==> config.mk <==
export PLATFORM = sky130hd
export DESIGN_NAME = uart_param_framer
export DESIGN_NICKNAME = d
export VERILOG_FILES = /design/src/rtl/uart_param_framer.sv
export SDC_FILE = /design/constraint.sdc
export NUM_CORES = 1
export LEC_CHECK = 0
export ABC_CLOCK_PERIOD_IN_PS = 8800
export CORE_MARGIN = 8
export CORE_UTILIZATION = 35
export DETAILED_ROUTE_END_ITERATION = 8
export MAX_ROUTING_LAYER = met4
export PLACE_DENSITY = 0.58
export SLEW_MARGIN = 20
export SYNTH_ARGS = -nofsm -noshare
export SYNTH_HDL_FRONTEND = slang
export SYNTH_SLANG_ARGS = --single-unit
==> constraint.sdc <==
create_clock -name clk -period 8.8 [get_ports clk]
set_input_delay 1.76 -clock clk [delete_from_list [all_inputs] [get_ports clk]]
set_output_delay 1.76 -clock clk [all_outputs]
set_load 0.01 [all_outputs]
==> src/rtl/uart_param_framer.sv <==
// Byte-stream frame parser: hunts for a start byte, collects PARAM_BYTES payload bytes MSB-first,
// verifies an 8-bit two's-complement checksum and offers the block on a valid/ready handshake.
module uart_param_framer #(
  parameter int unsigned PARAM_BYTES    = 26,
  parameter logic [7:0]  START_BYTE     = 8'hA5,
  parameter int unsigned TIMEOUT_CYCLES = 1_000_000
) (
  input  logic                     clk,
  input  logic                     reset,
  input  logic [7:0]               rx_data,
  input  logic                     rx_valid,
  output logic [8*PARAM_BYTES-1:0] params,
  output logic                     params_valid,
  input  logic                     params_ready,
  output logic                     frame_error,
  output logic [1:0]               error_code,
  output logic                     busy
);

  localparam int unsigned IdxW = (PARAM_BYTES > 1) ? $clog2(PARAM_BYTES) : 1;
  localparam int unsigned TmoW = $clog2(TIMEOUT_CYCLES);
  localparam logic [IdxW-1:0] LastIdx = IdxW'(PARAM_BYTES - 1);
  localparam logic [TmoW-1:0] TmoLast = TmoW'(TIMEOUT_CYCLES - 1);

  localparam logic [1:0] ErrChecksum = 2'd1;
  localparam logic [1:0] ErrTimeout  = 2'd2;
  localparam logic [1:0] ErrOverrun  = 2'd3;

  typedef enum logic [1:0] {StHunt, StPayload, StCheck, StHold} state_e;

  state_e                   state_q;
  logic [IdxW-1:0]          idx_q;
  logic [TmoW-1:0]          tmo_q;
  logic [7:0]               sum_q;
  logic [8*PARAM_BYTES-1:0] shadow_q;
  logic [8*PARAM_BYTES-1:0] params_q;
  logic                     valid_q;
  logic                     err_q;
  logic [1:0]               code_q;

  logic       is_start;
  logic [7:0] sum_chk;
  logic       tmo_hit;

  assign is_start = rx_valid && (rx_data == START_BYTE);
  assign sum_chk  = sum_q + rx_data;
  // A byte in the expiry cycle takes priority, so expiry only counts on an idle cycle.
  assign tmo_hit  = !rx_valid && (tmo_q == TmoLast);

  always_ff @(posedge clk) begin
    if (reset) begin
      state_q  <= StHunt;
      idx_q    <= '0;
      tmo_q    <= '0;
      sum_q    <= '0;
      shadow_q <= '0;
      params_q <= '0;
      valid_q  <= 1'b0;
      err_q    <= 1'b0;
      code_q   <= 2'd0;
    end else begin
      err_q <= 1'b0;
      unique case (state_q)
        StHunt: begin
          if (is_start) begin
            state_q <= StPayload;
            idx_q   <= LastIdx;
            sum_q   <= '0;
            tmo_q   <= '0;
          end
        end
        StPayload: begin
          if (rx_valid) begin
            shadow_q[8*idx_q +: 8] <= rx_data;
            sum_q                  <= sum_chk;
            tmo_q                  <= '0;
            if (idx_q == '0) begin
              state_q <= StCheck;
            end else begin
              idx_q <= idx_q - 1'b1;
            end
          end else if (tmo_hit) begin
            err_q   <= 1'b1;
            code_q  <= ErrTimeout;
            state_q <= StHunt;
          end else begin
            tmo_q <= tmo_q + 1'b1;
          end
        end
        StCheck: begin
          if (rx_valid) begin
            tmo_q <= '0;
            if (sum_chk == 8'h00) begin
              params_q <= shadow_q;
              valid_q  <= 1'b1;
              state_q  <= StHold;
            end else begin
              err_q   <= 1'b1;
              code_q  <= ErrChecksum;
              state_q <= StHunt;
            end
          end else if (tmo_hit) begin
            err_q   <= 1'b1;
            code_q  <= ErrTimeout;
            state_q <= StHunt;
          end else begin
            tmo_q <= tmo_q + 1'b1;
          end
        end
        StHold: begin
          if (params_ready) begin
            // Handshake completes; a coincident byte is judged as if already hunting.
            valid_q <= 1'b0;
            if (is_start) begin
              state_q <= StPayload;
              idx_q   <= LastIdx;
              sum_q   <= '0;
              tmo_q   <= '0;
            end else begin
              state_q <= StHunt;
            end
          end else if (rx_valid) begin
            err_q  <= 1'b1;
            code_q <= ErrOverrun;
          end
        end
      endcase
    end
  end

  assign params       = params_q;
  assign params_valid = valid_q;
  assign frame_error  = err_q;
  assign error_code   = code_q;
  assign busy         = (state_q == StPayload) || (state_q == StCheck);

endmodule

==> run metrics, run 1 <==
Synth Flop Type dfxtp_1; synthesized flop and latch total 455; yosys warns 0; Lkg Pwr 7.63 nW; Root Buffer clkbuf_16; post-layout util 43.8%; worst setup margin 3.61 ns; H-Tree Level Count 2; Synth-to-Final Area Change 23.6%; reg-to-reg endpoint shadow_q[134]; Post-route DRC 0; Slew @ Worst Pin 1.07 ns; largest net degree at the start of global routing 247; sequential share of the synthesized area 50.1%; MaxCap Viol Count 0; flop2flop setup slack 4.20 ns; Post-Synth XOR/XNOR Area 0.722%; Crit Path Max Fanout 82; Worst Reg-to-Reg Cells 11; number of synthesized flops with an enable pin 0; Synth Area in Simple Gates 20.1%; FF/Latch Area 9110 µm²; Routed WL 61,700 µm; Synth Area in Compound Gates 18.2%; CP endpoint kind flip-flop; Worst R2R Start idx_q[0]; WS Path Type input pin to flip-flop; Final ANT Viol Nets 0; WHS Path Cells 2; Worst Skew 0.0135 ns; asr flop ratio synth 0%; total track usage 20.3%; Final setup violation count 0; Slew HR 28.3%; Pre-antenna DRT Iters 5; CTS tree yes; status complete, no violations; vias per cell 5.46; number of fill cells 5,092; post-cts sizing count 0; fin crit share 59.0%; Final HPWL DP 38,200 µm; Critical Path RT 9.32 ns; Die Y 244 µm; worst hold start shadow_q[106]; port buffer count 224; final net count 2,309; area of the multi-input gates 8160 µm²; setup_tns 0 ns; worst-skew pair later-pin latency 0.59 ns; # hold bufs at CTS 0; Yosys cell types 66; Avg Inst Size Synth 8.34 µm²; Hold Slack 0.455 ns; post-CTS setup buffers 0; minimum clock period 5.19 ns; Arrival @ worst endpoint 5.71 ns; post-synthesis mux area share 4.35%; Hold Path End shadow_q[106]; most frequent cells in the layout 455 x dfxtp_1, 363 x a21oi_1, 268 x nand3_1; fmax 193 MHz; VDD IR max 0.000146 V; largest family of logic cells by synthesized area simple AND/OR/NAND/NOR gates; leading cell type in the layout, fill and taps excluded dfxtp_1; GRT overflow 0; Detailed Route Iter0 Violations 1,465; layout cells sized above 1 6.16%; Startpoint Class input pin; CTS clk-pin slew, worst paths 0.06 ns; routed len/inst 20.6 µm; DR vias 16,400; Post-Synth Adder-Cell Area 1.21%; Row Count 83; Mapped Cells 2,180; CTS Buf Count 50; die footprint 59,500 µm²; initial antenna violation count 0; vias in the first global route 15,600; post-synthesis cell area 18,200 µm²; n_diodes 0; RSZ-0062 raised after global routing no; Power Density 205 nW/µm²; Die Span X 244 µm; clock sinks 455; clk buf depth 3; Initial Utilization 35.4%; Pins Over Slew Limit 0; final count of hold timing violations 0; Core Area 51,300 µm²; io pins 225; DP Worst Slack 3.08 ns; Mapped Nets 2,209; GPL Wtd Cong 0.863; Tightest Hold Check Type flip-flop to flip-flop; first-pass GRT wire length 94,500 µm
## routing by layer
layer  GRT usage, %  vias to the layer above  share of wire [%]
met4           5.85                        0                2.3
met2           32.6                      454                 48
met5              -                        -                  0
met1           26.1                     7990                 45
li1               -                     7875                  -
met3           3.77                       83                5.7
## sequential cells by signal (all words and copies together) (netlist names)
| register | cells |
|---|---|
| sum_q | 8 |
| state_q | 2 |
| tmo_q | 20 |
| shadow_q | 208 |
| frame_error | 1 |
| error_code | 2 |
| params_valid | 1 |
| idx_q | 5 |
| params | 208 |
## worst max-delay path, cell delays in order
cell and delay [ns]:
clkdlybuf4s50_1 0.46, buf_4 0.35, ha_1 0.34, a211oi_1 0.40, or2_2 0.23, o311ai_2 0.14, nor3_2 0.25, buf_4 0.47
buf_4 0.81, nand3_1 0.18, a21oi_1 0.17
## worst max path at each step
stage | cells after the start | slack (ns) | to | from
floorplan | 11 | 4.65 | params[100] | rx_data[0]
global placement | 11 | 3.12 | params[80] | rx_data[2]
detailed placement | 11 | 3.08 | params[181] | rx_data[2]
CTS | 11 | 3.68 | params[52] | rx_data[2]
global route | 11 | 3.32 | params[204] | rx_data[2]
finish | 11 | 3.61 | params[20] | rx_data[2]
## synth_stat cells, drive strengths merged (7+ instances only)
| cell type | number | area [µm²] |
|---|---|---|
| nand2 | 84 | 315 |
| buf | 63 | 379 |
| nor2 | 256 | 968 |
| nor3b | 7 | 57.6 |
| xnor2 | 9 | 78.8 |
| inv | 17 | 63.8 |
| ha | 16 | 200 |
| and3 | 8 | 50.1 |
| nand4 | 20 | 150 |
| clkbuf | 135 | 532 |
| o21ai | 227 | 1140 |
| a21oi | 364 | 1830 |
| or4 | 8 | 60.1 |
| mux2i | 79 | 791 |
| dfxtp | 455 | 9110 |
| and2 | 9 | 56.3 |
| nor3 | 69 | 357 |
| nand3 | 269 | 1350 |
| or3 | 8 | 50.1 |
## cell families after synthesis
logic type,after synthesis
simple gates,769
flops,455
xor+xnor,15
buf+inv,215
mux,79
fa+ha+maj,17
compound gates,630
## where the power goes
| group | switching, mW | internal [mW] |
|---|---|---|
| clock network | 0.875 | 1.43 |
| registers | 0.00570 | 2.06 |
| logic | 0.193 | 0.0461 |
| total | 1.07 | 3.54 |
## through the flow
step / total power [mW] / area [µm²] / cells
4_1_cts: 4.66 / 22400 / 3001
5_1_grt: 4.77 / 22500 / 3002
6_report: 4.62 / 22500 / 3002
2_1_floorplan: 2.27 / 18200 / 2180
3_3_place_gp: 2.35 / 20600 / 2907
3_5_place_dp: 2.35 / 20600 / 2907
## layout make-up
cell class | instances | area share (%)
Sequential cell | 455 | 40.5
Multi-Input combinational cell | 1510 | 36.3
Timing Repair Buffer | 246 | 10.9
Clock buffer | 73 | 6.77
Tap cell | 680 | 3.79
Clock inverter | 21 | 1.39
Inverter | 17 | 0.284
(Power assumes the default switching activity.)
==> run 2, diff against run 1 <==
ABC_CLOCK_PERIOD_IN_PS = 4800   (was 8800)
clock period = 4.8 ns   (was 8.8 ns; I/O delays follow)
==> run 2 against run 1 <==
Power is 79% higher. Hold slack better by 0.0014 ns. Non-clock buffer count is 13 higher. Sequential share of layout area hardly changed. Routed wire length is 0.24% lower. Critical endpoint is now shadow_q[117].
==> run metrics, run 2 (synthesized netlist as in run 1, its figures left out) <==
status complete, no violations; Post-route DRC 0; port buffer count 224; first-pass GRT wire length 94,200 µm; Die Span X 244 µm; CTS tree yes; die footprint 59,500 µm²; Slew @ Worst Pin 1.08 ns; GPL Wtd Cong 0.912; Row Count 83; Critical Path RT 5.31 ns; Area after DPL 20,800 µm²; Routed WL 61,600 µm; total track usage 20.3%; leading cell type in the layout, fill and taps excluded dfxtp_1; routed len/inst 20.5 µm; vias in the first global route 15,500; Final ANT Viol Nets 0; Final HPWL DP 39,600 µm; CTS clk-pin slew, worst paths 0.07 ns; DR vias 16,300; Detailed Route Iter0 Violations 1,137; Worst Reg-to-Reg Cells 11; initial antenna violation count 0; Final setup violation count 0; Power Density 368 nW/µm²; Tightest Hold Check Type flip-flop to flip-flop; clock sinks 455; Hold Slack 0.456 ns; final net count 2,321; # hold bufs at CTS 0; final count of hold timing violations 0; Worst Skew 0.0138 ns; VDD IR max 0.000216 V; Power Total 8.27 mW; worst-skew pair later-pin latency 0.58 ns; Lkg Pwr 7.64 nW; H-Tree Level Count 2; Arrival @ worst endpoint 4.48 ns; fin crit share 82.7%; WS Path Type flip-flop to flip-flop; Pre-antenna DRT Iters 5; setup_tns 0 ns; worst setup margin 0.832 ns; post-CTS setup buffers 0; CTS Buf Count 49; io pins 225; vias per cell 5.41; clk buf depth 3; largest net degree at the start of global routing 141; Post-Layout Cell Count 3,007; post-layout util 43.8%; MaxCap Viol Count 0; placed insts 2,921; DP Worst Slack 0.657 ns; RSZ-0062 raised after global routing no; flop2flop setup slack 0.83 ns; n_diodes 0; post-cts sizing count 0; CP endpoint kind flip-flop; Core Area 51,300 µm²; Slew HR 28.1%; Pins Over Slew Limit 0; WHS Path Cells 2; Crit Path Max Fanout 25; Startpoint Class flip-flop; Synth-to-Final Area Change 23.7%; Die Y 244 µm; fmax 252 MHz; most frequent cells in the layout 455 x dfxtp_1, 363 x a21oi_1, 268 x nand3_1; minimum clock period 3.97 ns; Root Buffer clkbuf_16; layout cells sized above 1 6.36%; GRT overflow 0; Initial Utilization 35.4%; design area 22,500 µm²
## run 2: final cells by class
class	count	area [µm²]
Clock buffer	69	1440
Tap cell	680	851
Clock inverter	17	279
Inverter	17	63.8
Fill cell	5101	28800
Sequential cell	455	9110
Multi-Input combinational cell	1510	8160
Timing Repair Buffer	259	2590
## run 2: power by group
group / leakage, nW / internal [mW] / switching, mW / total, mW
Clock: 0.840 / 2.46 / 1.56 / 4.03
Sequential: 3.66 / 3.78 / 0.00999 / 3.79
Combinational: 3.14 / 0.0900 / 0.357 / 0.447
## run 2: final timing paths
| path | from | to |
|---|---|---|
| worst max-delay path | idx_q[0] | shadow_q[117] |
| worst min-delay path | shadow_q[122] | shadow_q[122] |
| worst max register to register | idx_q[0] | shadow_q[117] |
| worst min register to register | shadow_q[122] | shadow_q[122] |
## run 2: critical path, stage by stage (launching register included)
cell     delay, ns
dfxtp_1       0.60
inv_1         0.18
ha_1          0.34
inv_1         0.08
nor2_1        0.04
ha_1          0.28
inv_1         0.15
a21oi_2       0.82
nand3_1       0.78
nor3_1        0.44
a21oi_1       0.07
nor2_1        0.10
## run 2: per-layer routing
metal  part of all wire [%]  GRT usage, %
met1                     45          26.4
met2                     47          32.1
met3                    5.6          3.46
met4                    2.6          6.03
met5                      0             -
